**config.mk**
```make
export PLATFORM = sky130hd
export DESIGN_NAME = mem_arbiter_flat
export DESIGN_NICKNAME = d
export VERILOG_FILES = /design/src/rtl/mem_arbiter_if.sv /design/src/rtl/mem_arbiter.sv /design/src/flat_wrapper.sv
export SDC_FILE = /design/constraint.sdc
export NUM_CORES = 1
export LEC_CHECK = 0
export CORE_AREA = 5 5 280 282
export DETAILED_ROUTE_END_ITERATION = 12
export DIE_AREA = 0 0 285 287
export DONT_BUFFER_PORTS = 1
export PLACE_DENSITY = 0.44
export SLEW_MARGIN = 20
export SYNTH_ARGS = -nofsm -noshare
export SYNTH_HDL_FRONTEND = slang
export SYNTH_SLANG_ARGS = --single-unit
```
**constraint.sdc**
```tcl
create_clock -name clk -period 1.7 [get_ports clk]
set_input_delay 0.085 -clock clk [delete_from_list [all_inputs] [get_ports clk]]
set_output_delay 0.085 -clock clk [all_outputs]
set_load 0.02 [all_outputs]
```
**src/rtl/mem_arbiter_if.sv**
```systemverilog
`default_nettype none
// ============================================================================
// Module   : mem_arbiter_if
// Purpose  : Bundles the iCache, dCache and memory-side handshake signals of
//            the two-requester line memory arbiter.
// Modports : slave  - the arbiter (takes requests, drives memory strobes)
//            master - the environment (caches + memory model)
// Signals  : i_req/i_addr/i_ready/i_line           iCache line reads
//            d_read/d_write/d_addr/d_wline/
//            d_ready/d_line                         dCache reads/writebacks
//            m_read/m_write/m_addr/m_wline/
//            m_line/m_ready                         memory port
//            grant                                  00 none, 01 I, 10 D
// Revision : 1.0 - initial release
// ============================================================================
interface mem_arbiter_if #(
    parameter int ADDR_W = 28,
    parameter int LINE_W = 128
);
    logic              i_req;
    logic [ADDR_W-1:0] i_addr;
    logic              i_ready;
    logic [LINE_W-1:0] i_line;

    logic              d_read;
    logic              d_write;
    logic [ADDR_W-1:0] d_addr;
    logic [LINE_W-1:0] d_wline;
    logic              d_ready;
    logic [LINE_W-1:0] d_line;

    logic              m_read;
    logic              m_write;
    logic [ADDR_W-1:0] m_addr;
    logic [LINE_W-1:0] m_wline;
    logic [LINE_W-1:0] m_line;
    logic              m_ready;

    logic [1:0]        grant;

    modport slave (
        input  i_req, i_addr, d_read, d_write, d_addr, d_wline, m_line, m_ready,
        output i_ready, i_line, d_ready, d_line, m_read, m_write, m_addr, m_wline, grant
    );

    modport master (
        output i_req, i_addr, d_read, d_write, d_addr, d_wline, m_line, m_ready,
        input  i_ready, i_line, d_ready, d_line, m_read, m_write, m_addr, m_wline, grant
    );
endinterface
`default_nettype wire

```
**src/rtl/mem_arbiter.sv**
```systemverilog
`default_nettype none
// ============================================================================
// Module   : mem_arbiter
// Purpose  : Arbitrates iCache line reads and dCache line reads/writebacks
//            onto a single line-wide memory port. One transaction at a time:
//            IDLE -> SERVE_I/SERVE_D -> RELEASE -> IDLE.
// Ports    : clk  - rising-edge clock
//            rst  - synchronous active-high reset
//            bus  - mem_arbiter_if.slave (cache requests, memory port, grant)
// Params   : ADDR_W - line address width, LINE_W - cache line width
// Config   : MEM_ARB_RR_EN - when defined, ties are resolved round-robin via
//            a last-served flag; otherwise the dCache always wins ties.
// Revision : 1.0 - initial release
// ============================================================================
module mem_arbiter #(
    parameter int ADDR_W = 28,
    parameter int LINE_W = 128
) (
    input  wire logic     clk,
    input  wire logic     rst,
    mem_arbiter_if.slave  bus
);

    typedef enum logic [1:0] {
        IDLE    = 2'd0,
        SERVE_I = 2'd1,
        SERVE_D = 2'd2,
        RELEASE = 2'd3
    } state_t;

    state_t            state;
    logic              m_read_reg;
    logic              m_write_reg;
    logic [ADDR_W-1:0] m_addr_reg;
    logic [LINE_W-1:0] m_wline_reg;
    logic              i_ready_reg;
    logic              d_ready_reg;
    logic [LINE_W-1:0] i_line_reg;
    logic [LINE_W-1:0] d_line_reg;
    logic [1:0]        grant_reg;

    logic d_req;
    logic pick_d;

    assign d_req = bus.d_read | bus.d_write;

`ifdef MEM_ARB_RR_EN
    // 0: iCache served last (so dCache wins the next tie), 1: dCache served last.
    logic last_d;
    assign pick_d = d_req & (~bus.i_req | ~last_d);
`else
    assign pick_d = d_req;
`endif

    always_ff @(posedge clk) begin
        if (rst) begin
            state       <= IDLE;
            m_read_reg  <= 1'b0;
            m_write_reg <= 1'b0;
            m_addr_reg  <= '0;
            m_wline_reg <= '0;
            i_ready_reg <= 1'b0;
            d_ready_reg <= 1'b0;
            i_line_reg  <= '0;
            d_line_reg  <= '0;
            grant_reg   <= 2'b00;
`ifdef MEM_ARB_RR_EN
            last_d      <= 1'b0;
`endif
        end else begin
            case (state)
                IDLE: begin
                    // Request, address, data and operation are captured here so
                    // the memory side stays stable whatever the caches do later.
                    if (pick_d) begin
                        state       <= SERVE_D;
                        grant_reg   <= 2'b10;
                        m_addr_reg  <= bus.d_addr;
                        m_wline_reg <= bus.d_wline;
                        // Simultaneous read+write resolves to a writeback.
                        m_write_reg <= bus.d_write;
                        m_read_reg  <= ~bus.d_write;
                    end else if (bus.i_req) begin
                        state       <= SERVE_I;
                        grant_reg   <= 2'b01;
                        m_addr_reg  <= bus.i_addr;
                        m_read_reg  <= 1'b1;
                        m_write_reg <= 1'b0;
                    end
                end
                SERVE_I: begin
                    if (bus.m_ready) begin
                        state       <= RELEASE;
                        m_read_reg  <= 1'b0;
                        m_write_reg <= 1'b0;
                        grant_reg   <= 2'b00;
                        i_line_reg  <= bus.m_line;
                        i_ready_reg <= 1'b1;
`ifdef MEM_ARB_RR_EN
                        last_d      <= 1'b0;
`endif
                    end
                end
                SERVE_D: begin
                    if (bus.m_ready) begin
                        state       <= RELEASE;
                        m_read_reg  <= 1'b0;
                        m_write_reg <= 1'b0;
                        grant_reg   <= 2'b00;
                        // A writeback returns no data; d_line keeps its value.
                        if (m_read_reg) begin
                            d_line_reg <= bus.m_line;
                        end
                        d_ready_reg <= 1'b1;
`ifdef MEM_ARB_RR_EN
                        last_d      <= 1'b1;
`endif
                    end
                end
                RELEASE: begin
                    // Requests are ignored for this cycle while the served
                    // requester withdraws its request.
                    state       <= IDLE;
                    i_ready_reg <= 1'b0;
                    d_ready_reg <= 1'b0;
                end
                default: begin
                    state <= IDLE;
                end
            endcase
        end
    end

    assign bus.m_read  = m_read_reg;
    assign bus.m_write = m_write_reg;
    assign bus.m_addr  = m_addr_reg;
    assign bus.m_wline = m_wline_reg;
    assign bus.i_ready = i_ready_reg;
    assign bus.d_ready = d_ready_reg;
    assign bus.i_line  = i_line_reg;
    assign bus.d_line  = d_line_reg;
    assign bus.grant   = grant_reg;

endmodule
`default_nettype wire

```
**src/flat_wrapper.sv**
```systemverilog
// flat-port wrapper written by rule: the top's interface ports become plain ports
module mem_arbiter_flat 
#(
    parameter int ADDR_W = 28,
    parameter int LINE_W = 128
)
  (clk, rst, bus_i_req, bus_i_addr, bus_d_read, bus_d_write, bus_d_addr, bus_d_wline, bus_m_line, bus_m_ready, bus_i_ready, bus_i_line, bus_d_ready, bus_d_line, bus_m_read, bus_m_write, bus_m_addr, bus_m_wline, bus_grant);
  mem_arbiter_if #(.ADDR_W(ADDR_W), .LINE_W(LINE_W)) bus_i ();
  input  wire logic clk;
  input  wire logic rst;
  input wire logic [$bits(bus_i.i_req)-1:0] bus_i_req;
  input wire logic [$bits(bus_i.i_addr)-1:0] bus_i_addr;
  input wire logic [$bits(bus_i.d_read)-1:0] bus_d_read;
  input wire logic [$bits(bus_i.d_write)-1:0] bus_d_write;
  input wire logic [$bits(bus_i.d_addr)-1:0] bus_d_addr;
  input wire logic [$bits(bus_i.d_wline)-1:0] bus_d_wline;
  input wire logic [$bits(bus_i.m_line)-1:0] bus_m_line;
  input wire logic [$bits(bus_i.m_ready)-1:0] bus_m_ready;
  output wire logic [$bits(bus_i.i_ready)-1:0] bus_i_ready;
  output wire logic [$bits(bus_i.i_line)-1:0] bus_i_line;
  output wire logic [$bits(bus_i.d_ready)-1:0] bus_d_ready;
  output wire logic [$bits(bus_i.d_line)-1:0] bus_d_line;
  output wire logic [$bits(bus_i.m_read)-1:0] bus_m_read;
  output wire logic [$bits(bus_i.m_write)-1:0] bus_m_write;
  output wire logic [$bits(bus_i.m_addr)-1:0] bus_m_addr;
  output wire logic [$bits(bus_i.m_wline)-1:0] bus_m_wline;
  output wire logic [$bits(bus_i.grant)-1:0] bus_grant;
  assign bus_i.i_req = bus_i_req;
  assign bus_i.i_addr = bus_i_addr;
  assign bus_i.d_read = bus_d_read;
  assign bus_i.d_write = bus_d_write;
  assign bus_i.d_addr = bus_d_addr;
  assign bus_i.d_wline = bus_d_wline;
  assign bus_i.m_line = bus_m_line;
  assign bus_i.m_ready = bus_m_ready;
  assign bus_i_ready = bus_i.i_ready;
  assign bus_i_line = bus_i.i_line;
  assign bus_d_ready = bus_i.d_ready;
  assign bus_d_line = bus_i.d_line;
  assign bus_m_read = bus_i.m_read;
  assign bus_m_write = bus_i.m_write;
  assign bus_m_addr = bus_i.m_addr;
  assign bus_m_wline = bus_i.m_wline;
  assign bus_grant = bus_i.grant;
  mem_arbiter #(.ADDR_W(ADDR_W), .LINE_W(LINE_W)) u_core (.clk(clk), .rst(rst), .bus(bus_i));
endmodule
```
==> flow_metrics.py, run 1 <==
metrics = {
    "clock_tree": {
        "clock_sinks": 420,
        "clk_path_buf_depth": 3,
        "cts_made_buffers": 47,
        "clock-root-buffer": "clkbuf_16",
        "cts_tree": "yes",
        "clk_pin_slew_ns": 0.06,
        "h-tree-depth": 2,
        "clock_latency_ns": 0.57,
    },
    "logic_synthesis": {
        "synthArstFlopShare_pct": 0,
        "ys_ff_latch": 420,
        "syn_area_per_cell_um2": 8.03,
        "syn-cell-area_um2": 14800,
        "syn_nets": 2168,
        "synth_flop_cell": "dfxtp_1",
        "ys_warn_count": 0,
        "yosysSeqAreaShare_pct": 56.8,
        "syn_inst": 1845,
        "yosys.cell_types.count": 32,
        "synth_edf_count": 0,
    },
    "worst_setup_path": {
        "max_stage_delay_ns": 0.31,
        "end_kind": "flip-flop",
        "arrival_ns": 2.10,
        "r2r_cells": 7,
        "worst_r2r_endpoint": "u_core.bus.d_line[60]$_SDFFE_PP0P_",
        "reg2reg_slack_ns": 0.07,
        "required_ns": 2.18,
        "cp_max_fo": 9,
        "r2r-start": "u_core.state[0]$_SDFFE_PP0P_",
        "cp_slowest_cell": "dfxtp_1",
        "critical_path_class": "flip-flop to flip-flop",
        "critPathLaunchType": "flip-flop",
        "crit_path_cell_trace": "inv_1 -> ha_2 -> and3_4 -> buf_12 -> buf_4 -> nand2_1 -> a21oi_1",
    },
    "final_layout": {
        "fillers": 8042,
        "design_area_um2": 20500,
        "regArea_um2": 8410,
        "layout_common_cells": "nand2_1, dfxtp_1, a21oi_1",
        "area_growth_pct": 38.6,
        "multi_input_area_um2": 5770,
        "nets": 2426,
        "fin_cells": 3115,
        "layout_commonest_cell": "nand2_1",
        "drive_gt1_share_pct": 7.12,
    },
    "drt": {
        "drc": 0,
        "via_per_inst": 4.39,
        "wl_per_cell_um": 19.6,
        "drtIter0Drc": 924,
        "antenna_left": 0,
        "vias": 13700,
        "dr.pass1.iters": 6,
        "wl_um": 61000,
    },
    "global_route": {
        "gr-usage-met1_pct": 14.0,
        "grt_usage_pct": 13.3,
        "use_met2_pct": 23.5,
        "grt_pass1_wl_um": 85700,
        "use_met3_pct": 5.57,
        "grt_antenna_before_repair": 3,
        "grt-ovfl-total": 0,
        "gr-max-usage-layer": "met2",
        "grt_pass1_vias": 13500,
        "grt_max_degree": 393,
    },
    "place": {
        "hpwl_um": 43500,
        "place.gp.congestion": 0.843,
        "place_area_um2": 16000,
        "pre_cts_slack_ns": -0.00294,
        "dp_cells": 2743,
        "io_buffers": 0,
    },
    "sta": {
        "fin_ws_ns": 0.0744,
        "worst_slew_pin_slew_ns": 0.626,
        "rsz0062_at_grt": "true",
        "hold_violations": 390,
        "min_period_ns": 1.63,
        "fmax_ghz": 0.615,
        "finalSetupViolations": 0,
        "slew_violations": 0,
        "relSlewSlack_pct": 58.2,
        "fin_crit_sh_pct": 95.6,
        "skew_ns": 0.00852,
        "whs_ns": -0.399,
    },
    "pwr": {
        "p_leak_nw": 7.21,
        "power-per-cell-area_nw_per_um2": 1500,
        "total_power_w": 0.0307,
        "vdd.ir_drop.worst_uv": 791,
    },
    "run_status": {
        "violations": "hold timing",
        "outcome": "finished, violations left",
    },
    "floorplan": {
        "rows": 101,
        "boundaryPins": 736,
        "fp.coreArea_um2": 75400,
        "start_util_pct": 19.6,
        "die_width_um": 285,
        "fp.dieH_um": 287,
        "dieArea_um2": 81800,
    },
    "min_path": {
        "hp-class": "input pin to flip-flop",
        "hold_depth": 1,
        "worstHoldEndpoint": "u_core.bus.d_line[115]$_SDFFE_PP0P_",
        "min_from": "rst",
    },
    "job": {
        "drv_cap": 0,
    },
}
## stage by stage
step                      setup TNS, ns  utilization [%]
after floorplan                       0                -
after global placement                0             21.2
after detailed placement       -0.00294             21.2
after CTS                             0             26.9
after global routing           -0.00777             27.2
final                                 0             27.2
## repair_timing
item | CTS | global route
pin swaps | 1 | 3
hold endpoints to repair | 420 | 391
hold buffers | 276 | 2
buffers inserted | 1 | 6
gates cloned | 0 | 4
gates resized for setup | 1 | 7
setup endpoints to repair | 2 | 273
## worst max-delay path: cells and delay by family (launching register included)
| family | cells | cell delay (ns) |
|---|---|---|
| AND/OR/NAND/NOR | 2 | 0.35 |
| adder cells (fa/ha/maj) | 1 | 0.25 |
| AO/OA/AOI/OAI | 1 | 0.15 |
| buffers and inverters | 3 | 0.47 |
| flip-flops | 1 | 0.31 |
## cells in the mapped netlist, types with 2 or more instances
| cell type | instances | share of area [%] |
|---|---|---|
| nand2_1 | 771 | 20 |
| dfxtp_1 | 420 | 57 |
| a21oi_1 | 418 | 14 |
| clkbuf_1 | 64 | 1.6 |
| buf_2 | 51 | 1.7 |
| o21ai_0 | 31 | 1.0 |
| mux2i_1 | 28 | 1.9 |
| buf_4 | 17 | 0.86 |
| buf_1 | 5 | 0.13 |
| ha_1 | 5 | 0.42 |
| buf_6 | 4 | 0.30 |
| inv_1 | 4 | 0.10 |
| nor2b_1 | 4 | 0.17 |
| o31ai_1 | 3 | 0.15 |
| nand4b_1 | 2 | 0.12 |
| o21ai_1 | 2 | 0.068 |
## final cells by class
type / instances / share of cell area [%]
diodes: 2 / 0.0244
clock buffers: 73 / 6.69
clock inverters: 8 / 0.463
inverters: 4 / 0.0731
multi-input cells: 1279 / 28.1
flip-flops and latches: 420 / 41.0
well taps: 978 / 5.96
repair buffers: 351 / 17.7
## where the power goes
group,internal (W),leakage (nW),total [W],switching (W)
Combinational,0.00261,3.07,0.00634,0.00373
Clock,0.00570,0.719,0.00984,0.00414
Sequential,0.0114,3.42,0.0146,0.00318
## worst max path at each step
stage | to | from | slack, ns | cells after the start
after detailed placement | u_core.state[0]$_SDFFE_PP0P_ | u_core.state[1]$_SDFFE_PP0P_ | -0.003 | 5
final | u_core.bus.d_line[60]$_SDFFE_PP0P_ | u_core.state[0]$_SDFFE_PP0P_ | 0.07 | 7
after global routing | u_core.bus.m_wline[47]$_SDFFE_PP0P_ | u_core.state[0]$_SDFFE_PP0P_ | -0.005 | 6
after global placement | u_core.bus.i_line[71]$_SDFFE_PP0P_ | u_core.state[0]$_SDFFE_PP0P_ | 0.03 | 6
after floorplan | u_core.state[1]$_SDFFE_PP0P_ | u_core.state[0]$_SDFFE_PP0P_ | 0.14 | 6
after CTS | u_core.bus.i_line[67]$_SDFFE_PP0P_ | u_core.state[1]$_SDFFE_PP0P_ | 0.003 | 6
## layer usage
metal	vias up	share of wire, %
met3	121	10
met5	-	0
met1	6465	37
met2	584	49
li1	6505	-
met4	0	3.9
## cell families (layout without fill, tap and decap cells)
logic type / Yosys count / in the layout / share of synthesized area (%)
simple gates: 785 / 785 / 20.3
mux: 29 / 29 / 1.97
other cells: 0 / 2 / 0
fa+ha+maj: 5 / 5 / 0.422
flops: 420 / 420 / 56.8
compound gates: 460 / 460 / 15.8
buf+inv: 146 / 436 / 4.79
(Power assumes the default switching activity.)
==> run 2: changes to the inputs <==
ABC_AREA = 1   (was not set)
CORE_AREA = 5 5 282 284   (was 5 5 280 282)
DIE_AREA = 0 0 287 289   (was 0 0 285 287)
==> run 2 against run 1 <==
The run now ends clean. Sequential power increased by 14%. First-iteration DRC count decreased by 24%. Clock power about the same. Combinational power increased by 32%. Cell count increased by 7.7%. Area after synthesis increased by 1.8%. Final area increased by 4.8%. Clock skew increased by 0.011 ns. Maximum frequency decreased by 1.2%. Synthesized cell count increased by 5.8%. Worst setup slack got worse by 0.020 ns. Critical endpoint is now u_core.bus.d_ready$_SDFFE_PP0P_. Largest cell class unchanged.
==> flow_metrics.py, run 2 <==
metrics = {
    "clock_tree": {
        "clock_sinks": 420,
        "clock-root-buffer": "clkbuf_16",
        "clk_path_buf_depth": 3,
        "cts_tree": "yes",
        "h-tree-depth": 2,
        "cts_made_buffers": 47,
        "clock_latency_ns": 0.57,
        "clk_pin_slew_ns": 0.06,
    },
    "final_layout": {
        "fin_cells": 3355,
        "layout_common_cells": "nor2_1, dfxtp_1, o21ai_0",
        "nets": 2599,
        "area_growth_pct": 42.7,
        "drive_gt1_share_pct": 8.21,
        "layout_commonest_cell": "nor2_1",
        "utilization_pct": 28.0,
    },
    "logic_synthesis": {
        "syn_area_per_cell_um2": 7.72,
        "yosysSeqAreaShare_pct": 55.8,
        "synth_xor_area_share_pct": 0,
        "synthMuxAreaShare_pct": 0,
        "synth_compound_area_share_pct": 18.1,
        "synth_top_cells_by_count": "nor2_1, dfxtp_1, o21ai_0",
        "synthSimpleGateAreaFrac_pct": 17.4,
        "synth_flop_cell": "dfxtp_1",
        "syn-cell-area_um2": 15100,
        "synthArstFlopShare_pct": 0,
        "synth_top_family_by_area": "compound AO/OA/AOI/OAI gates",
        "synth_edf_count": 0,
        "ys_ff_latch": 420,
        "syn_nets": 2275,
        "ys_top_cells_by_area": "dfxtp_1, nor2_1, o21ai_0",
        "synth_top_area_share_pct": 55.8,
        "syn_inst": 1952,
        "ys_warn_count": 0,
        "yosys.cell_types.count": 20,
        "yosysMostFrequentCell": "nor2_1",
        "yosys.area.top_type": "dfxtp_1",
        "synth_fa_ha_area_share_pct": 0.415,
    },
    "sta": {
        "finalSetupViolations": 0,
        "fmax_ghz": 0.608,
        "fin_ws_ns": 0.0541,
        "worst_slew_pin_slew_ns": 0.450,
        "relSlewSlack_pct": 70.0,
        "skew_ns": 0.0191,
        "fin_crit_sh_pct": 96.8,
        "setup_tns_ns": 0,
        "rsz0062_at_grt": "true",
        "hold_violations": 0,
        "min_period_ns": 1.65,
        "slew_violations": 0,
        "whs_ns": 0.0318,
    },
    "worst_setup_path": {
        "arrival_ns": 2.09,
        "cp_max_fo": 4,
        "critical_path_class": "flip-flop to flip-flop",
        "r2r_cells": 6,
        "cp_num_buf_inv": 3,
        "required_ns": 2.14,
        "crit_path_cell_trace": "inv_1 -> ha_2 -> buf_4 -> a21oi_1 -> nor3_1 -> dlygate4sd3_1",
        "endpoint": "u_core.bus.d_ready$_SDFFE_PP0P_",
        "cp_num_cells": 6,
        "path_delay_family": "buffers and inverters",
        "end_kind": "flip-flop",
        "critPathLaunchType": "flip-flop",
        "crit_start": "u_core.state[0]$_SDFFE_PP0P_",
        "r2r-start": "u_core.state[0]$_SDFFE_PP0P_",
        "cp_slowest_cell": "dlygate4sd3_1",
        "reg2reg_slack_ns": 0.05,
        "max_stage_delay_ns": 0.55,
        "worst_r2r_endpoint": "u_core.bus.d_ready$_SDFFE_PP0P_",
    },
    "drt": {
        "via_per_inst": 4.22,
        "dr.pass1.iters": 5,
        "antenna_left": 0,
        "drc": 0,
        "wl_um": 58000,
        "vias": 14100,
        "wl_per_cell_um": 17.3,
        "drtIter0Drc": 698,
    },
    "floorplan": {
        "fp.dieH_um": 289,
        "fp.coreArea_um2": 76800,
        "dieArea_um2": 82900,
        "boundaryPins": 736,
        "start_util_pct": 19.6,
        "rows": 102,
        "die_width_um": 287,
    },
    "place": {
        "io_buffers": 0,
        "hpwl_um": 41900,
        "place.gp.congestion": 0.855,
        "pre_cts_slack_ns": -0.0152,
        "dp_cells": 2946,
    },
    "pwr": {
        "vdd.ir_drop.worst_uv": 656,
        "p_leak_nw": 8.30,
        "power-per-cell-area_nw_per_um2": 1630,
    },
    "global_route": {
        "grt-ovfl-total": 0,
        "grt_usage_pct": 12.7,
        "grt_antenna_before_repair": 1,
        "grt_pass1_vias": 14100,
        "grt_pass1_wl_um": 83900,
        "grt_max_degree": 115,
    },
    "min_path": {
        "hp-class": "input pin to flip-flop",
    },
    "job": {
        "drv_cap": 0,
    },
    "run_status": {
        "outcome": "finished clean",
    },
}
## run 2: cell families (layout without fill, tap and decap cells)
family / Yosys count / in the layout
AOI/OAI and AO/OA: 546 / 546
adders and majority gates: 5 / 5
buffers and inverters: 287 / 648
DFF: 420 / 420
other: 0 / 2
and+or+nand+nor: 694 / 694
## run 2: metal layers
| metal | GRT usage (%) | vias up | part of all wire [%] | routed length [µm] |
|---|---|---|---|---|
| met3 | 4.79 | 127 | 9.9 | 5720 |
| met1 | 13.6 | 6578 | 36 | 21000 |
| li1 | - | 6874 | - | - |
| met2 | 22.7 | 565 | 50 | 29100 |
| met5 | 0 | - | 0 | 0 |
| met4 | 4.93 | 0 | 3.8 | 2180 |
## run 2: layout make-up
class	count	area (µm²)
Inverter	146	563
Sequential cell	420	8410
Multi-Input combinational cell	1245	5450
Tap cell	1040	1300
Fill cell	8259	55300
Clock buffer	67	1380
Timing Repair Buffer	416	4250
Clock inverter	19	156
Antenna cell	2	5.00
## run 2: stage by stage
stage	total power [W]	instance area, µm²
after floorplan	0.0214	15100
after global placement	0.0241	16700
after detailed placement	0.0243	16700
after CTS	0.0352	21400
after global routing	0.0371	21500
final	0.0350	21500
## run 2: worst min-delay path by stage
stage | start | end | slack [ns] | cells after the start
floorplan | rst | u_core.bus.d_ready$_SDFFE_PP0P_ | 0.16 | 1
global placement | rst | u_core.bus.d_ready$_SDFFE_PP0P_ | 0.17 | 1
detailed placement | rst | u_core.bus.d_ready$_SDFFE_PP0P_ | 0.17 | 1
CTS | bus_i_req | u_core.bus.m_addr[11]$_SDFFE_PP0P_ | 0.02 | 5
global route | bus_m_ready | u_core.bus.i_line[125]$_SDFFE_PP0P_ | 0.04 | 4
finish | bus_m_ready | u_core.bus.i_line[117]$_SDFFE_PP0P_ | 0.03 | 4
## run 2: timing repair
| item | in CTS | in global routing |
|---|---|---|
| pin swaps | 0 | 1 |
| setup endpoints to repair | 4 | 190 |
| hold buffers | 318 | 0 |
| buffers inserted | 0 | 1 |
| cloned | 0 | 2 |
| hold endpoints to repair | 420 | 0 |
| resized for setup | 1 | 18 |
## run 2: where the power goes
group	total (W)	internal [W]	switching, W
clock	0.0100	0.00583	0.00420
sequential	0.0167	0.0121	0.00456
combinational	0.00836	0.00348	0.00488
total	0.0350	0.0214	0.0136
## run 2: tightest hold or removal path: stages
cell,delay [ns]
nand2_4,0.09
buf_4,0.20
o21ai_1,0.12
nor2_1,0.04
==> run 3: changes to the inputs <==
CELL_PAD_IN_SITES_DETAIL_PLACEMENT = 0   (was not set)
CELL_PAD_IN_SITES_GLOBAL_PLACEMENT = 2   (was not set)
PLACE_DENSITY = 0.62   (was 0.44)
==> run 3 against run 2 <==
Worst setup slack better by 0.068 ns. Global-route usage up 0.93 points. Maximum frequency is 4.3% higher. Die area unchanged. Utilization rose by 0.12 points. Critical path depth is 1 higher. Sequential cell count unchanged. Final area up 0.42%. Register-to-register slack better by 0.07 ns. Sequential power about the same. Critical endpoint is now u_core.bus.d_line[31]$_SDFFE_PP0P_.
==> flow_metrics.py, run 3 (same netlist as run 2, synthesis figures left out) <==
metrics = {
    "floorplan": {
        "start_util_pct": 19.6,
        "fp.coreArea_um2": 76800,
        "dieArea_um2": 82900,
        "boundaryPins": 736,
        "die_width_um": 287,
        "fp.dieH_um": 289,
        "rows": 102,
    },
    "final_layout": {
        "n_antenna_cell": 0,
        "utilization_pct": 28.1,
        "layout_common_cells": "nor2_1, dfxtp_1, o21ai_0",
        "design_area_um2": 21600,
        "layout_commonest_cell": "nor2_1",
        "drive_gt1_share_pct": 7.25,
        "nets": 2573,
        "area_growth_pct": 43.3,
    },
    "min_path": {
        "hold_depth": 3,
        "worstHoldEndpoint": "u_core.bus.m_wline[54]$_SDFFE_PP0P_",
        "hp-class": "input pin to flip-flop",
        "min_from": "bus_d_wline[54]",
    },
    "sta": {
        "hold_violations": 0,
        "setup_tns_ns": 0,
        "fmax_ghz": 0.634,
        "relSlewSlack_pct": 68.0,
        "finalSetupViolations": 0,
        "skew_ns": 0.0190,
        "min_period_ns": 1.58,
        "slew_violations": 0,
        "fin_crit_sh_pct": 92.8,
        "worst_slew_pin_slew_ns": 0.480,
    },
    "job": {
        "drv_cap": 0,
    },
    "worst_setup_path": {
        "cp_max_fo": 26,
        "end_kind": "flip-flop",
        "critical_path_class": "flip-flop to flip-flop",
        "worst_r2r_endpoint": "u_core.bus.d_line[31]$_SDFFE_PP0P_",
        "required_ns": 2.17,
        "reg2reg_slack_ns": 0.12,
        "r2r-start": "u_core.state[0]$_SDFFE_PP0P_",
        "arrival_ns": 2.05,
        "r2r_cells": 7,
        "critPathLaunchType": "flip-flop",
    },
    "run_status": {
        "outcome": "finished clean",
    },
    "clock_tree": {
        "cts_tree": "yes",
        "clock-root-buffer": "clkbuf_16",
        "clock_latency_ns": 0.60,
        "clk_path_buf_depth": 3,
        "clock_sinks": 420,
        "h-tree-depth": 2,
        "cts_made_buffers": 50,
        "post-cts-setup-buffer-count": 0,
        "clk_pin_slew_ns": 0.06,
    },
    "drt": {
        "wl_per_cell_um": 18.6,
        "drtIter0Drc": 587,
        "dr.pass1.iters": 5,
        "vias": 13900,
        "antenna_left": 0,
        "drc": 0,
        "wl_um": 61900,
        "via_per_inst": 4.18,
    },
    "pwr": {
        "power-per-cell-area_nw_per_um2": 1690,
        "total_power_w": 0.0365,
        "vdd.ir_drop.worst_uv": 698,
        "swShare_pct": 38.3,
        "power_switching_w": 0.0140,
        "p_leak_nw": 8.31,
        "power_frac_comb_pct": 22.4,
        "seq_power_share_pct": 46.0,
        "clockPowerShare_pct": 31.6,
        "p_int_w": 0.0225,
    },
    "place": {
        "place_area_um2": 16600,
        "place.gp.congestion": 0.813,
        "hpwl_um": 45500,
        "io_buffers": 0,
    },
    "global_route": {
        "grt_max_degree": 76,
        "grt-ovfl-total": 0,
        "grt_usage_pct": 13.6,
        "gr-max-usage-layer": "met2",
        "use_met2_pct": 24.1,
        "grt_pass1_wl_um": 88500,
        "use_met3_pct": 4.66,
        "grt_antenna_before_repair": 1,
        "gr-usage-met1_pct": 15.1,
        "grt_pass1_vias": 14100,
    },
}
-- run 3: routing by layer --
layer / up-vias / wire (µm)
met5: - / 13
met4: 2 / 2520
met3: 126 / 5010
met2: 508 / 30900
met1: 6436 / 23400
li1: 6831 / -
-- run 3: final cells by class --
class | instances | area (µm²)
Clock buffer | 69 | 1440
Tap cell | 1040 | 1300
Multi-Input combinational cell | 1245 | 5450
Clock inverter | 23 | 347
Timing Repair Buffer | 387 | 4100
Inverter | 146 | 561
Fill cell | 8274 | 55200
Sequential cell | 420 | 8410
-- run 3: worst max path at each step --
stage / start / to / slack, ns / depth (start not counted)
after floorplan: u_core.state[0]$_SDFFE_PP0P_ / u_core.bus.d_line[10]$_SDFFE_PP0P_ / 0.29 / 6
after global placement: u_core.state[1]$_SDFFE_PP0P_ / u_core.bus.i_line[127]$_SDFFE_PP0P_ / 0.03 / 6
after detailed placement: u_core.state[0]$_SDFFE_PP0P_ / u_core.bus.i_line[127]$_SDFFE_PP0P_ / -0.05 / 6
after CTS: u_core.state[0]$_SDFFE_PP0P_ / u_core.bus.d_line[100]$_SDFFE_PP0P_ / 0.02 / 7
after global routing: u_core.state[0]$_SDFFE_PP0P_ / u_core.bus.d_line[41]$_SDFFE_PP0P_ / -0.0006 / 7
final: u_core.state[0]$_SDFFE_PP0P_ / u_core.bus.d_line[31]$_SDFFE_PP0P_ / 0.12 / 7
-- run 3: power groups by stage --
| stage | clock network [W] | logic [W] | registers [W] |
|---|---|---|---|
| floorplan | 0 | 0.00540 | 0.0160 |
| global placement | 0 | 0.00709 | 0.0171 |
| detailed placement | 0 | 0.00725 | 0.0171 |
| CTS | 0.0119 | 0.00799 | 0.0169 |
| global route | 0.0124 | 0.00934 | 0.0170 |
| finish | 0.0115 | 0.00817 | 0.0168 |
-- run 3: critical path, stage by stage (launching register included) --
cell and delay, ns:
dfxtp_1 0.32, inv_1 0.13, ha_2 0.23, nand3_4 0.15
buf_12 0.21, buf_4 0.20, o21ai_1 0.16, a21oi_1 0.06
-- run 3: what timing repair did --
| item | in CTS | in global routing |
|---|---|---|
| gates resized for setup | 3 | 15 |
| endpoints found under the hold margin | 420 | 0 |
| hold buffers | 317 | 0 |
| gates cloned | 0 | 2 |
| setup endpoints to repair | 3 | 111 |
-- run 3: stage by stage --
step / hold slack, ns / instances / setup WS (ns)
finish: 0.201 / 3330 / 0.122
global route: 0.170 / 3330 / -0.000640
CTS: 0.147 / 3328 / 0.0170
detailed placement: 0.178 / 2919 / -0.0475
global placement: 0.174 / 2919 / 0.0345
floorplan: 0.164 / 1952 / 0.285
